`src/rtl/fifo_arb_pkg_amisha.sv`:
```
// ---------------------------------------------------------------------------
// fifo_arb_pkg_amisha
// Shared definitions for the two-requester FIFO write arbiter:
//   - state_t     : FSM encoding (IDLE=0, WRITE=1)
//   - DATA_W_DEF  : default write-data width
//   - CNT_W       : width of the accepted-write counters
//   - pick_winner : round-robin choice between the two requesters
// ---------------------------------------------------------------------------
package fifo_arb_pkg_amisha;

    localparam int DATA_W_DEF = 8;
    localparam int CNT_W      = 16;

    typedef enum logic {
        ST_IDLE  = 1'b0,
        ST_WRITE = 1'b1
    } state_t;

    // A lone request wins outright; a tie goes to whoever did not win last.
    function automatic logic pick_winner(input logic req0,
                                         input logic req1,
                                         input logic last_grant);
        if (req0 && req1) return ~last_grant;
        return req1;
    endfunction

endpackage

```
`src/rtl/fifo_wr_arb_amisha.sv`:
```
// ---------------------------------------------------------------------------
// fifo_wr_arb_amisha
// Arbitrates two write requesters onto one external FIFO write port.
// IDLE samples the requests and the FIFO full flag; a grant latches the
// winner's data and spends exactly one cycle in WRITE driving the strobe,
// data and the winner's ack, then returns to IDLE. One write per two cycles
// at most, so full is always re-evaluated after the previous write lands.
//
// Ports:
//   clk_amisha, reset_amisha (async, active low)
//   req0/req1_amisha, data0/data1_amisha : requester inputs
//   ack0/ack1_amisha                     : one-cycle accept pulses
//   full_amisha                          : FIFO full flag (input)
//   wr_amisha, w_data_amisha             : FIFO write strobe / data
//   busy_amisha                          : high while in WRITE
//   cnt0/cnt1_amisha                     : accepted-write counts
//
// Optional feature: define FIFO_ARB_CNT_EN to enable the saturating
// accepted-write counters; otherwise the counter outputs are tied to zero.
// ---------------------------------------------------------------------------
module fifo_wr_arb_amisha
    import fifo_arb_pkg_amisha::*;
#(
    parameter int DATA_W = DATA_W_DEF
) (
    input  logic              clk_amisha,
    input  logic              reset_amisha,
    input  logic              req0_amisha,
    input  logic              req1_amisha,
    input  logic [DATA_W-1:0] data0_amisha,
    input  logic [DATA_W-1:0] data1_amisha,
    output logic              ack0_amisha,
    output logic              ack1_amisha,
    input  logic              full_amisha,
    output logic              wr_amisha,
    output logic [DATA_W-1:0] w_data_amisha,
    output logic              busy_amisha,
    output logic [CNT_W-1:0]  cnt0_amisha,
    output logic [CNT_W-1:0]  cnt1_amisha
);

    state_t              r_state;
    state_t              w_next;
    logic [DATA_W-1:0]   r_hold;
    logic                r_last_grant;
    logic                w_win;
    logic                w_start;

    assign w_win   = pick_winner(req0_amisha, req1_amisha, r_last_grant);
    assign w_start = (r_state == ST_IDLE) && (req0_amisha || req1_amisha)
                     && !full_amisha;

    always_ff @(posedge clk_amisha or negedge reset_amisha) begin
        if (!reset_amisha) begin
            r_state      <= ST_IDLE;
            r_hold       <= '0;
            r_last_grant <= 1'b1;   // requester 0 wins the first tie
        end else begin
            r_state <= w_next;
            if (w_start) begin
                r_hold       <= w_win ? data1_amisha : data0_amisha;
                r_last_grant <= w_win;
            end
        end
    end

    // Holding register only changes on a grant, so the write data keeps its
    // last value through IDLE.
    assign w_data_amisha = r_hold;

    // Outputs decode from the state register alone, so an asynchronous reset
    // drops them the instant it asserts.
    always_comb begin
        w_next      = r_state;
        wr_amisha   = 1'b0;
        ack0_amisha = 1'b0;
        ack1_amisha = 1'b0;
        busy_amisha = 1'b0;
        case (r_state)
            ST_IDLE: begin
                if (w_start) w_next = ST_WRITE;
            end
            ST_WRITE: begin
                wr_amisha   = 1'b1;
                busy_amisha = 1'b1;
                ack0_amisha = ~r_last_grant;
                ack1_amisha = r_last_grant;
                w_next      = ST_IDLE;
            end
            default: w_next = ST_IDLE;
        endcase
    end

`ifdef FIFO_ARB_CNT_EN
    logic [CNT_W-1:0] r_cnt0;
    logic [CNT_W-1:0] r_cnt1;

    always_ff @(posedge clk_amisha or negedge reset_amisha) begin
        if (!reset_amisha) begin
            r_cnt0 <= '0;
            r_cnt1 <= '0;
        end else begin
            if (ack0_amisha && (r_cnt0 != '1)) r_cnt0 <= r_cnt0 + CNT_W'(1);
            if (ack1_amisha && (r_cnt1 != '1)) r_cnt1 <= r_cnt1 + CNT_W'(1);
        end
    end

    assign cnt0_amisha = r_cnt0;
    assign cnt1_amisha = r_cnt1;
`else
    assign cnt0_amisha = '0;
    assign cnt1_amisha = '0;
`endif

endmodule

```
`config.mk`:
```
export PLATFORM = sky130hd
export DESIGN_NAME = fifo_wr_arb_amisha
export DESIGN_NICKNAME = d
export VERILOG_FILES = /design/src/rtl/fifo_arb_pkg_amisha.sv /design/src/rtl/fifo_wr_arb_amisha.sv
export SDC_FILE = /design/constraint.sdc
export NUM_CORES = 1
export LEC_CHECK = 0
export ABC_AREA = 0
export BUFFER_PORTS_ARGS = -buffer_cell sky130_fd_sc_hd__buf_2
export CAP_MARGIN = 10
export CELL_PAD_IN_SITES_DETAIL_PLACEMENT = 2
export CELL_PAD_IN_SITES_GLOBAL_PLACEMENT = 2
export CORE_ASPECT_RATIO = 0.5
export CORE_MARGIN = 1
export CORE_UTILIZATION = 23
export CTS_BUF_LIST = sky130_fd_sc_hd__clkbuf_4
export DETAILED_ROUTE_END_ITERATION = 10
export PLACE_DENSITY = 0.95
export SLEW_MARGIN = 20
export SYNTH_ARGS = -nofsm -noshare
export SYNTH_HDL_FRONTEND = slang
export SYNTH_SLANG_ARGS = --single-unit
```
`constraint.sdc`:
```
create_clock -name clk_amisha -period 3 [get_ports clk_amisha]
set_clock_uncertainty 0.1 [all_clocks]
set_input_delay 0.45 -clock clk_amisha [delete_from_list [all_inputs] [get_ports clk_amisha]]
set_output_delay 0.45 -clock clk_amisha [all_outputs]
set_load 0.02 [all_outputs]
```
==> results of run 1 <==
-- Yosys cell counts --
master and n:
sky130_fd_sc_hd__a21bo_1 1, sky130_fd_sc_hd__dfrtp_1 9, sky130_fd_sc_hd__nor3_4 1, sky130_fd_sc_hd__and2_1 1, sky130_fd_sc_hd__mux2i_1 1, sky130_fd_sc_hd__inv_1 1, sky130_fd_sc_hd__buf_4 33, sky130_fd_sc_hd__nor2_1 1
sky130_fd_sc_hd__mux2_4 16, sky130_fd_sc_hd__nor2b_1 1, sky130_fd_sc_hd__dfstp_2 1, sky130_fd_sc_hd__buf_6 1, sky130_fd_sc_hd__conb_1 1
-- cell families (layout without fill, tap and decap cells) --
kind of cell,count (synthesis),count (layout),share of synthesized area (%)
AOI/OAI and AO/OA,1,1,1.235
buffers and inverters,35,38,32.41
DFF,10,10,31.02
muxes,17,17,30.86
other,1,32,0.4625
and+or+nand+nor,4,4,4.013
-- routing by layer --
| metal | part of all wire, % | routed length, um | track usage [%] | up-vias |
|---|---|---|---|---|
| met5 | 0 | 0 | 0 | - |
| met4 | 1.1 | 17 | 4.000 | 0 |
| met3 | 6.5 | 100 | 1.905 | 2 |
| met2 | 60 | 925 | 17.14 | 28 |
| met1 | 32 | 501 | 7.577 | 225 |
| li1 | - | - | - | 223 |
-- power breakdown --
part / switching (mW) / internal, mW
combinational: 0.117 / 0.0888
sequential: 0.0193 / 0.166
clock: 0.0474 / 0.0481
-- what timing repair did --
| action | CTS | global route |
|---|---|---|
| hold buffers | 1 | 0 |
| setup buffers | 0 | 0 |
| hold endpoints to repair | 9 | 0 |
-- registers in the layout, indices dropped and copies added (netlist names) --
name,cells
r_state,1
r_last_grant,1
w_data_amisha,8
-- through the flow --
stage	instances	utilization, %	area (um^2)	setup WS, ns
CTS	150	29.16	924.6	1.190
global placement	145	28.02	888.4	1.130
finish	150	29.16	924.6	1.214
global route	150	29.16	924.6	1.138
detailed placement	145	28.02	888.4	1.108
floorplan	99	-	927.1	1.450
-- path summary, 6_finish.rpt --
check,endpoint,depth (start not counted),slack [ns]
min in group asynchronous,w_data_amisha[1],2,0.48
worst max register to register,w_data_amisha[2],3,1.21
max in group asynchronous,r_last_grant,2,2.07
worst min register to register,r_last_grant,2,0.39
worst min-delay path,r_state,2,0.34
worst max-delay path,w_data_amisha[2],3,1.21
-- placed cells by master, fill, tap and decap left out, types with 3 or more instances in the layout --
| cell type | synthesis | routed |
|---|---|---|
| sky130_fd_sc_hd__conb_1 | 1 | 32 |
| sky130_fd_sc_hd__buf_2 | 0 | 32 |
| sky130_fd_sc_hd__mux2_4 | 16 | 16 |
| sky130_fd_sc_hd__dfrtp_1 | 9 | 9 |
| sky130_fd_sc_hd__clkbuf_4 | 0 | 3 |
-- layout make-up --
class / count / area share (%)
Clock buffer: 3 / 2.436
Sequential cell: 10 / 27.20
Multi-Input combinational cell: 54 / 44.65
Inverter: 1 / 0.4060
Clock inverter: 1 / 0.4060
Timing Repair Buffer: 33 / 18.40
Tap cell: 48 / 6.495
==> results_tabular.tex, run 1 <==
\begin{tabular}{lr}
\hline
Metric & Value \\
\hline
\multicolumn{2}{l}{\textbf{Layout}} \\
\quad Layout net count & 124 \\
\quad FF/Latch Area & 251.5 um\^{}2 \\
\quad Area of combinational cells with multiple inputs & around 410 um\^{}2 \\
\quad Fraction of final layout cells sized beyond drive strength 1 & 51.96\% \\
\quad Fill count & 373 \\
\quad Antenna Cells & 0 \\
\quad Area delta synth->final & 14.04\% \\
\multicolumn{2}{l}{\textbf{Placed design}} \\
\quad Number of I/O port buffers & 32 \\
\quad Final GP Congestion & approximately 0.6 \\
\quad Half-perimeter wire length after placement & 1323 um \\
\multicolumn{2}{l}{\textbf{Synth}} \\
\quad Cell accounting for the most synthesized area & sky130\_fd\_sc\_hd\_\_buf\_4 \\
\quad Average instance area after synthesis & 11.92 um\^{}2 \\
\quad Unique masters post-synth & 13 \\
\quad Sequential area share after synthesis & 31.02\% \\
\quad Area share of the leading cell type in the synthesized netlist & a little under a third \\
\quad Post-synthesis sequential element count & 10 \\
\quad Main area contributors after synthesis & sky130\_fd\_sc\_hd\_\_buf\_4 (31\%), sky130\_fd\_sc\_hd\_\_mux2\_4 (30\%), sky130\_fd\_sc\_hd\_\_dfrtp\_1 (28\%) \\
\quad Number of warnings issued by yosys & 0 \\
\quad Mapped cell area & 810.8 um\^{}2 \\
\quad Instance count of the mapped netlist & 68 \\
\multicolumn{2}{l}{\textbf{Power}} \\
\quad Overall Power & 0.4872 mW \\
\quad Leakage & 0.5256 nW \\
\quad Maximum ir drop on the vdd rail & 0.0001088 V \\
\quad Power per unit of standard cell area & 526.9 mW/mm\^{}2 \\
\multicolumn{2}{l}{\textbf{Setup path}} \\
\quad CP max-delay cell & sky130\_fd\_sc\_hd\_\_dfstp\_2 \\
\quad CP Launch Type & flip-flop \\
\quad Data required time at the worst endpoint & 3.05 ns \\
\quad Biggest fanout along the worst timing path & 9 \\
\quad Buffers and inverters on the worst path & 0 \\
\quad Startpoint-to-endpoint class of the critical path & reg -> reg \\
\quad CP delay by family, top & multiplexers \\
\quad CP cell instances & a21bo\_1 -> mux2\_4 -> mux2\_4 \\
\quad Startpoint of the worst setup timing path & r\_last\_grant \\
\quad Dominant cell type by count on the critical path & sky130\_fd\_sc\_hd\_\_mux2\_4 \\
\quad Endpoint class of the critical path & flip-flop \\
\quad Startpoint of the lowest-slack register-to-register path & r\_last\_grant \\
\quad Worst EP arrival & 1.84 ns \\
\quad Delay of the slowest cell on the worst path & between 0.5 and 0.6 ns \\
\multicolumn{2}{l}{\textbf{Drt}} \\
\quad Average wire per cell in the routed design & 10.29 um \\
\quad Vias per cell & 3.187 \\
\quad Via total after detailed routing & between 400 and 500 \\
\quad First drt pass iteration count & 2 \\
\quad DRC violation total after the first TritonRoute iteration & 5 \\
\quad Remaining antenna violation count after routing & 0 \\
\quad Post-detailed-route DRC marker count & 0 \\
\quad Post-Route WL & 1544 um \\
\multicolumn{2}{l}{\textbf{Die}} \\
\quad Initial Util & 25.57\% \\
\quad \# IOs & 65 \\
\quad Die ar. & 0.003781 mm\^{}2 \\
\quad Row count & 14 \\
\quad Width of the die & 85.97 um \\
\quad Die span in y & 43.99 um \\
\quad Area of the core & around 0.0032 mm\^{}2 \\
\multicolumn{2}{l}{\textbf{STA}} \\
\quad Clock period minus final worst setup slack & 1.786 ns \\
\quad Fin Setup TNS & 0 ns \\
\quad Final period util & between 50\% and 60\% \\
\quad Count of endpoints failing hold in the final timing report & 0 \\
\quad Final slew viol count & 0 \\
\quad Remaining max-slew budget at the tightest pin & 58.37\% \\
\quad Worst hold margin & $\sim$0.34 ns \\
\quad RSZ-0062 raised after global routing & no \\
\quad Slew @ Worst Pin & 0.6224 ns \\
\quad Number of setup violations in the final report & 0 \\
\quad Max Clock Freq & between 500 and 600 MHz \\
\multicolumn{2}{l}{\textbf{Clock network}} \\
\quad Clock Tree Root & sky130\_fd\_sc\_hd\_\_clkbuf\_4 \\
\quad H-tree depth reported by CTS & 1 \\
\quad Clock-pin slew reported for the worst setup and hold paths after clock tree synthesis & roughly 0.07 ns \\
\quad Number of gates resized after CTS & 0 \\
\quad Sinks on the clock net & 10 \\
\quad CTS max path bufs & 2 \\
\quad Clock insertion delay at the later pin of the skew report & 0.27 ns \\
\quad CTS buffer count & 3 \\
\quad CTS tree & yes \\
\multicolumn{2}{l}{\textbf{Global route}} \\
\quad First-pass GRT wire length & 2228 um \\
\quad Sum of overflow across all layers after global routing & 0 \\
\quad Global Route Usage Sum & 8.156\% \\
\quad Initial antenna violation count & 0 \\
\quad Largest net degree at the start of global routing & 11 \\
\quad Number of global-route vias before repair & between 400 and 500 \\
\multicolumn{2}{l}{\textbf{Min path}} \\
\quad Worst hold path class & in -> reg \\
\quad Critical hold path startpoint & full\_amisha \\
\multicolumn{2}{l}{\textbf{Run}} \\
\quad Number of maximum-capacitance constraint violations & 0 \\
\multicolumn{2}{l}{\textbf{Status}} \\
\quad Result of the run & completed \\
\hline
\end{tabular}
(Power assumes the default switching activity.)
==> run 2, diff against run 1 <==
CORE_UTILIZATION = 22   (was 23)
PLACE_DENSITY = 0.94   (was 0.95)
clock period = 1.71 ns   (was 3 ns; I/O delays follow)
==> run 2 against run 1 <==
  * Critical path type unchanged
  * Final area increased by 5.4%
  * Sequential cell count unchanged
  * Via count grew 5.6%
  * Critical path depth up 1
  * Wire length increased by 13%
  * Hold slack got worse by 0.097 ns
  * Fmax grew 6.4%
  * Combinational power up 88%
  * Power increased by 85%
  * Largest cell class unchanged
  * Global-route usage grew 0.22 points
  * Critical endpoint is now w_data_amisha[7]
==> results_tabular.tex, run 2 (synthesis results as in run 1) <==
\begin{tabular}{lr}
\hline
Metric & Value \\
\hline
\multicolumn{2}{l}{\textbf{Die}} \\
\quad Die ar. & 0.003947 mm\^{}2 (+4.4\%) \\
\quad \# IOs & 65 (unchanged) \\
\quad Area of the core & 0.003472 mm\^{}2 (+9.5\%) \\
\quad Width of the die & 87.85 um (+2.2\%) \\
\quad Initial Util & 23.35\% (-2.2 points) \\
\quad Row count & 15 (+1) \\
\quad Die span in y & 44.93 um (+2.1\%) \\
\multicolumn{2}{l}{\textbf{Clock network}} \\
\quad Setup Buffers After CTS & 0 (unchanged) \\
\quad Clock Tree Root & sky130\_fd\_sc\_hd\_\_clkbuf\_4 \\
\quad CTS buffer count & 3 (unchanged) \\
\quad Clock-pin slew reported for the worst setup and hold paths after clock tree synthesis & 0.07 ns (about the same) \\
\quad CTS max path bufs & 2 (unchanged) \\
\quad Sinks on the clock net & 10 (unchanged) \\
\quad CTS tree & yes \\
\quad H-tree depth reported by CTS & 1 (unchanged) \\
\quad Clock insertion delay at the later pin of the skew report & 0.26 ns (about the same) \\
\quad Number of gates resized after CTS & 0 (unchanged) \\
\quad Number of buffers added to fix hold violations after cts & 1 (unchanged) \\
\multicolumn{2}{l}{\textbf{Setup path}} \\
\quad Dominant cell type by count on the critical path & sky130\_fd\_sc\_hd\_\_mux2\_4 \\
\quad CP Launch Type & flip-flop \\
\quad CP cell instances & a21bo\_1 -> buf\_4 -> mux2\_4 -> mux2\_4 \\
\quad Endpoint class of the critical path & flip-flop \\
\quad Data required time at the worst endpoint & 1.75 ns (-1.30 ns) \\
\quad Delay of the slowest cell on the worst path & 0.56 ns (about the same) \\
\quad Biggest fanout along the worst timing path & 4 (-5) \\
\quad Startpoint-to-endpoint class of the critical path & reg -> reg \\
\quad CP max-delay cell & sky130\_fd\_sc\_hd\_\_dfstp\_2 \\
\quad Worst EP arrival & 1.72 ns (-0.12 ns) \\
\multicolumn{2}{l}{\textbf{Layout}} \\
\quad Antenna Cells & 0 (unchanged) \\
\quad FF/Latch Area & 251.5 um\^{}2 (unchanged) \\
\quad Area of combinational cells with multiple inputs & 412.9 um\^{}2 (unchanged) \\
\quad Fill count & 401 (+7.5\%) \\
\quad Final core occ & 28.07\% (-1.1 points) \\
\quad Area delta synth->final & 20.22\% \\
\quad Layout net count & 128 (+3.2\%) \\
\quad Flip-flop count of the largest register, all copies and words added & 8 (unchanged) \\
\quad Final design area excluding fillers & 974.7 um\^{}2 (+5.4\%) \\
\quad Fraction of final layout cells sized beyond drive strength 1 & 54.72\% (+2.8 points) \\
\quad Most used cells in the layout excluding fill and tap cells & sky130\_fd\_sc\_hd\_\_conb\_1 (32), sky130\_fd\_sc\_hd\_\_buf\_2 (32), sky130\_fd\_sc\_hd\_\_mux2\_4 (16) \\
\multicolumn{2}{l}{\textbf{Power}} \\
\quad Net switching power & 0.3328 mW (+81\%) \\
\quad Cell-internal power & 0.5696 mW (+88\%) \\
\quad Leakage & 0.5532 nW (+5.2\%) \\
\quad Clock power frac & 21.0\% (+1.4 points) \\
\quad Overall Power & 0.9025 mW (+85\%) \\
\quad Portion of total power attributed to combinational logic & 42.8\% (+0.5 points) \\
\quad Sequential group share of total power & 36.1\% (-2.0 points) \\
\quad Power per unit of standard cell area & 925.9 mW/mm\^{}2 (+76\%) \\
\quad Maximum ir drop on the vdd rail & 0.0001772 V (+63\%) \\
\quad Switching share of power & 36.88\% (-0.86 points) \\
\multicolumn{2}{l}{\textbf{Drt}} \\
\quad Average wire per cell in the routed design & 11.06 um (+7.5\%) \\
\quad Via total after detailed routing & 505 (+5.6\%) \\
\quad DRC violation total after the first TritonRoute iteration & 12 (+7) \\
\quad Post-Route WL & 1737 um (+13\%) \\
\quad Vias per cell & 3.217 (+0.94\%) \\
\quad Remaining antenna violation count after routing & 0 (unchanged) \\
\quad Post-detailed-route DRC marker count & 0 (unchanged) \\
\quad First drt pass iteration count & 6 (+4) \\
\multicolumn{2}{l}{\textbf{Global route}} \\
\quad Number of global-route vias before repair & 496 (+5.1\%) \\
\quad Largest net degree at the start of global routing & 11 (unchanged) \\
\quad First-pass GRT wire length & 2394 um (+7.5\%) \\
\quad Initial antenna violation count & 0 (unchanged) \\
\quad Sum of overflow across all layers after global routing & 0 (unchanged) \\
\quad Global Route Usage Sum & 8.381\% (+0.22 points) \\
\multicolumn{2}{l}{\textbf{STA}} \\
\quad Fin Setup TNS & 0 ns (unchanged) \\
\quad Count of endpoints failing hold in the final timing report & 0 (unchanged) \\
\quad Final slew viol count & 0 (unchanged) \\
\quad RSZ-0062 raised after global routing & no \\
\quad Clock period minus final worst setup slack & 1.678 ns (-0.1074 ns) \\
\quad Number of setup violations in the final report & 0 (unchanged) \\
\quad Max Clock Freq & 595.9 MHz (+6.4\%) \\
\quad Final period util & 98.14\% (+39 points) \\
\multicolumn{2}{l}{\textbf{Status}} \\
\quad Result of the run & completed \\
\multicolumn{2}{l}{\textbf{Placed design}} \\
\quad Final GP Congestion & 0.6421 (+10\%) \\
\quad Post-DP Area & 934.6 um\^{}2 (+5.2\%) \\
\quad Half-perimeter wire length after placement & 1424 um (+7.6\%) \\
\quad Number of I/O port buffers & 32 (unchanged) \\
\multicolumn{2}{l}{\textbf{Run}} \\
\quad Number of maximum-capacitance constraint violations & 0 (unchanged) \\
\multicolumn{2}{l}{\textbf{Min path}} \\
\quad Worst hold path class & in -> reg \\
\hline
\end{tabular}
[run 2: power by group through the flow]
stage,Sequential [mW],Clock (mW),Combinational [mW]
2_1_floorplan,0.382,0,0.267
3_3_place_gp,0.327,0,0.371
3_5_place_dp,0.330,0,0.386
4_1_cts,0.327,0.196,0.389
5_1_grt,0.335,0.207,0.408
6_report,0.326,0.190,0.387
[run 2: final cells by class]
type	count	area share, %
Multi-Input combinational cell	54	42.36
Sequential cell	10	25.80
Timing Repair Buffer	37	21.82
Tap cell	51	6.547
Clock buffer	4	3.081
Inverter	1	0.3851
[run 2: path summary, 6_finish.rpt]
kind	from	end	slack, ns	cells past startpoint
setup / recovery	r_last_grant	w_data_amisha[7]	0.03	4
hold / removal	full_amisha	r_state	0.24	3
setup reg to reg	r_last_grant	w_data_amisha[7]	0.03	4
hold reg to reg	r_last_grant	r_last_grant	0.40	2
max in group asynchronous	reset_amisha	r_last_grant	0.97	2
min in group asynchronous	reset_amisha	w_data_amisha[5]	0.28	2
[run 2: stage by stage]
| step | hold slack (ns) | cells | setup slack (ns) |
|---|---|---|---|
| after floorplan | -0.1391 | 99 | 0.1598 |
| after global placement | 0.02236 | 152 | 0.1142 |
| after detailed placement | 0.03295 | 152 | 0.05749 |
| after CTS | 0.2380 | 157 | 0.02274 |
| after global routing | 0.2406 | 157 | 0.003543 |
| final | 0.2418 | 157 | 0.03181 |
[run 2: metal layers]
metal  track usage [%]  share of wire, %  vias to the layer above  wire (um)
met5                 0                 0                        -          0
met4             2.951              0.86                        0         15
met3             2.742               9.0                        2        156
met2             15.97                53                       25        922
met1             8.929                37                      247        643
li1                  -                 -                      231          -
[run 2: critical path, delay by kind of cell, from the launching register on]
family / cells / cell delay [ns]
buffers and inverters: 1 / 0.16
AO/OA/AOI/OAI: 1 / 0.19
multiplexers: 2 / 0.55
flip-flops: 1 / 0.56
==> run 3, diff against run 2 <==
CORE_MARGIN = 10   (was 1)
==> run 3 against run 2 <==
  * Utilization is 0.69 points lower
  * Combinational power hardly changed
  * Clock power is 16% lower
  * Critical path depth stayed put
  * Via count is 2.4% lower
  * First-iteration DRC count is 50% lower
  * Setup slack better by 0.050 ns
  * Fmax is 3.1% higher
  * Die area is 69% higher
  * Final area is 1.9% lower
  * Sequential cell count stayed put
  * Count of clock-buffer cells in the layout is 1 lower
  * Critical path type unchanged
==> results_tabular.tex, run 3 (synthesis results as in run 1) <==
\begin{tabular}{lr}
\hline
Metric & Value \\
\hline
\multicolumn{2}{l}{\textbf{Drt}} \\
\quad Average wire per cell in the routed design & 14.25 um (+29\%) \\
\quad Post-detailed-route DRC marker count & 0 (unchanged) \\
\quad Vias per cell & 3.181 (-1.1\%) \\
\quad First drt pass iteration count & 4 (-2) \\
\quad Via total after detailed routing & 493 (-2.4\%) \\
\quad Post-Route WL & 2209 um (+27\%) \\
\quad Remaining antenna violation count after routing & 0 (unchanged) \\
\quad DRC violation total after the first TritonRoute iteration & 6 (-6) \\
\multicolumn{2}{l}{\textbf{STA}} \\
\quad RSZ-0062 raised after global routing & no \\
\quad Final period util & 95.19\% (-2.9 points) \\
\quad Number of setup violations in the final report & 0 (unchanged) \\
\quad Final slew viol count & 0 (unchanged) \\
\quad Worst hold margin & 0.2503 ns (+0.008512 ns) \\
\quad Worst setup margin & 0.08222 ns (+0.05040 ns) \\
\quad Count of endpoints failing hold in the final timing report & 0 (unchanged) \\
\quad Max Clock Freq & 614.3 MHz (+3.1\%) \\
\quad Clock period minus final worst setup slack & 1.628 ns (-0.05040 ns) \\
\quad Fin Setup TNS & 0 ns (unchanged) \\
\multicolumn{2}{l}{\textbf{Placed design}} \\
\quad Post-DP Area & 919.6 um\^{}2 (-1.6\%) \\
\quad Placed Instances & 150 (-1.3\%) \\
\quad Final GP Congestion & 0.6328 (-1.4\%) \\
\quad Place WS & 0.08903 ns (+0.03154 ns) \\
\quad Number of I/O port buffers & 32 (unchanged) \\
\quad Half-perimeter wire length after placement & 1956 um (+37\%) \\
\multicolumn{2}{l}{\textbf{Layout}} \\
\quad Most used cells in the layout excluding fill and tap cells & sky130\_fd\_sc\_hd\_\_conb\_1 (32), sky130\_fd\_sc\_hd\_\_buf\_2 (32), sky130\_fd\_sc\_hd\_\_mux2\_4 (16) \\
\quad Layout net count & 126 (-1.6\%) \\
\quad Finished Layout Cells & 155 (-1.3\%) \\
\quad Flip-flop count of the largest register, all copies and words added & 8 (unchanged) \\
\quad Final core occ & 27.38\% (-0.69 points) \\
\quad Area delta synth->final & 17.90\% \\
\quad Fraction of final layout cells sized beyond drive strength 1 & 52.88\% (-1.8 points) \\
\quad Antenna Cells & 0 (unchanged) \\
\quad Final design area excluding fillers & 955.9 um\^{}2 (-1.9\%) \\
\multicolumn{2}{l}{\textbf{Power}} \\
\quad Power per unit of standard cell area & 910.1 mW/mm\^{}2 (-1.7\%) \\
\quad Overall Power & 0.8700 mW (-3.6\%) \\
\quad Maximum ir drop on the vdd rail & 0.0001572 V (-11\%) \\
\quad Leakage & 0.5404 nW (-2.3\%) \\
\multicolumn{2}{l}{\textbf{Clock network}} \\
\quad CTS buffer count & 3 (unchanged) \\
\quad CTS tree & yes \\
\quad CTS max path bufs & 2 (unchanged) \\
\quad Clock Tree Root & sky130\_fd\_sc\_hd\_\_clkbuf\_4 \\
\quad Number of buffers added to fix hold violations after cts & 1 (unchanged) \\
\quad H-tree depth reported by CTS & 1 (unchanged) \\
\quad Number of gates resized after CTS & 0 (unchanged) \\
\quad Setup Buffers After CTS & 0 (unchanged) \\
\quad Clock-pin slew reported for the worst setup and hold paths after clock tree synthesis & 0.06 ns (about the same) \\
\quad Sinks on the clock net & 10 (unchanged) \\
\quad Clock insertion delay at the later pin of the skew report & 0.26 ns (about the same) \\
\multicolumn{2}{l}{\textbf{Setup path}} \\
\quad Dominant cell type by count on the critical path & sky130\_fd\_sc\_hd\_\_mux2\_4 \\
\quad Endpoint class of the critical path & flip-flop \\
\quad CP delay by family, top & multiplexers \\
\quad Startpoint of the lowest-slack register-to-register path & r\_last\_grant \\
\quad Stages on worst setup path & 4 (unchanged) \\
\quad R2r endpoint & w\_data\_amisha[2] \\
\quad Data required time at the worst endpoint & 1.76 ns (about the same) \\
\quad CP cell instances & a21bo\_1 -> buf\_12 -> mux2\_4 -> mux2\_4 \\
\quad CP Launch Type & flip-flop \\
\quad Reg2reg setup slack & 0.08 ns (+0.05 ns) \\
\quad Worst EP arrival & 1.67 ns (-0.05 ns) \\
\quad Delay of the slowest cell on the worst path & 0.55 ns (about the same) \\
\quad Buffers and inverters on the worst path & 1 (unchanged) \\
\quad CP max-delay cell & sky130\_fd\_sc\_hd\_\_dfstp\_2 \\
\quad Biggest fanout along the worst timing path & 9 (+5) \\
\quad Startpoint-to-endpoint class of the critical path & reg -> reg \\
\quad Depth of the worst register-to-register path & 4 (unchanged) \\
\multicolumn{2}{l}{\textbf{Die}} \\
\quad \# IOs & 65 (unchanged) \\
\quad Die span in y & 62.93 um (+40\%) \\
\quad Width of the die & 105.9 um (+20\%) \\
\quad Area of the core & 0.003491 mm\^{}2 (+0.54\%) \\
\quad Die ar. & 0.006661 mm\^{}2 (+69\%) \\
\quad Initial Util & 23.23\% (-0.13 points) \\
\quad Row count & 15 (unchanged) \\
\multicolumn{2}{l}{\textbf{Global route}} \\
\quad Number of global-route vias before repair & 587 (+18\%) \\
\quad Initial antenna violation count & 0 (unchanged) \\
\quad Largest net degree at the start of global routing & 11 (unchanged) \\
\quad First-pass GRT wire length & 3477 um (+45\%) \\
\quad Sum of overflow across all layers after global routing & 0 (unchanged) \\
\quad Global Route Usage Sum & 6.571\% (-1.8 points) \\
\multicolumn{2}{l}{\textbf{Run}} \\
\quad Number of maximum-capacitance constraint violations & 0 (unchanged) \\
\multicolumn{2}{l}{\textbf{Min path}} \\
\quad Critical hold path startpoint & data1\_amisha[6] \\
\quad Hold Crit Depth & 3 (unchanged) \\
\quad Worst Hold Endpoint & w\_data\_amisha[6] \\
\quad Worst hold path class & in -> reg \\
\multicolumn{2}{l}{\textbf{Status}} \\
\quad Result of the run & completed \\
\hline
\end{tabular}
[run 3: changes by cell type in the layout (fill, tap and decap cells not counted), sizes merged]
| cell | change |
|---|---|
| clkinv | +1 |
| buf | -2 |
| clkbuf | -1 |
[run 3: worst max-delay path by stage]
stage	start	to	slack, ns
after floorplan	r_state	w_data_amisha[0]	0.16
after global placement	r_last_grant	w_data_amisha[7]	0.13
after detailed placement	r_last_grant	w_data_amisha[2]	0.09
after CTS	r_last_grant	w_data_amisha[2]	0.07
after global routing	r_last_grant	w_data_amisha[2]	0.05
final	r_last_grant	w_data_amisha[2]	0.08
[run 3: area by class of cell]
type                            count  area (um^2)
Sequential cell                    10        251.5
Multi-Input combinational cell     54        412.9
Clock inverter                      1        3.754
Fill cell                         410         2535
Inverter                            1        3.754
Timing Repair Buffer               35        197.7
Tap cell                           51        63.81
Clock buffer                        3        22.52
[run 3: routing by layer]
| layer | GRT usage (%) | vias to the layer above | routed length, um | share of wire, % |
|---|---|---|---|---|
| li1 | - | 227 | - | - |
| met1 | 5.706 | 237 | 685 | 31 |
| met2 | 13.11 | 25 | 1306 | 59 |
| met3 | 2.675 | 4 | 186 | 8.4 |
| met4 | 2.517 | 0 | 29 | 1.3 |
| met5 | 0 | - | 0 | 0 |
[run 3: worst reg2reg max path, cell delays in order, from the launching register on]
cell,delay (ns)
sky130_fd_sc_hd__dfstp_2,0.55
sky130_fd_sc_hd__a21bo_1,0.15
sky130_fd_sc_hd__buf_12,0.15
sky130_fd_sc_hd__mux2_4,0.31
sky130_fd_sc_hd__mux2_4,0.26
[run 3: power breakdown]
group | internal, mW | switching, mW
combinational | 0.167 | 0.217
sequential | 0.292 | 0.0353
clock | 0.0841 | 0.0748
total | 0.543 | 0.327
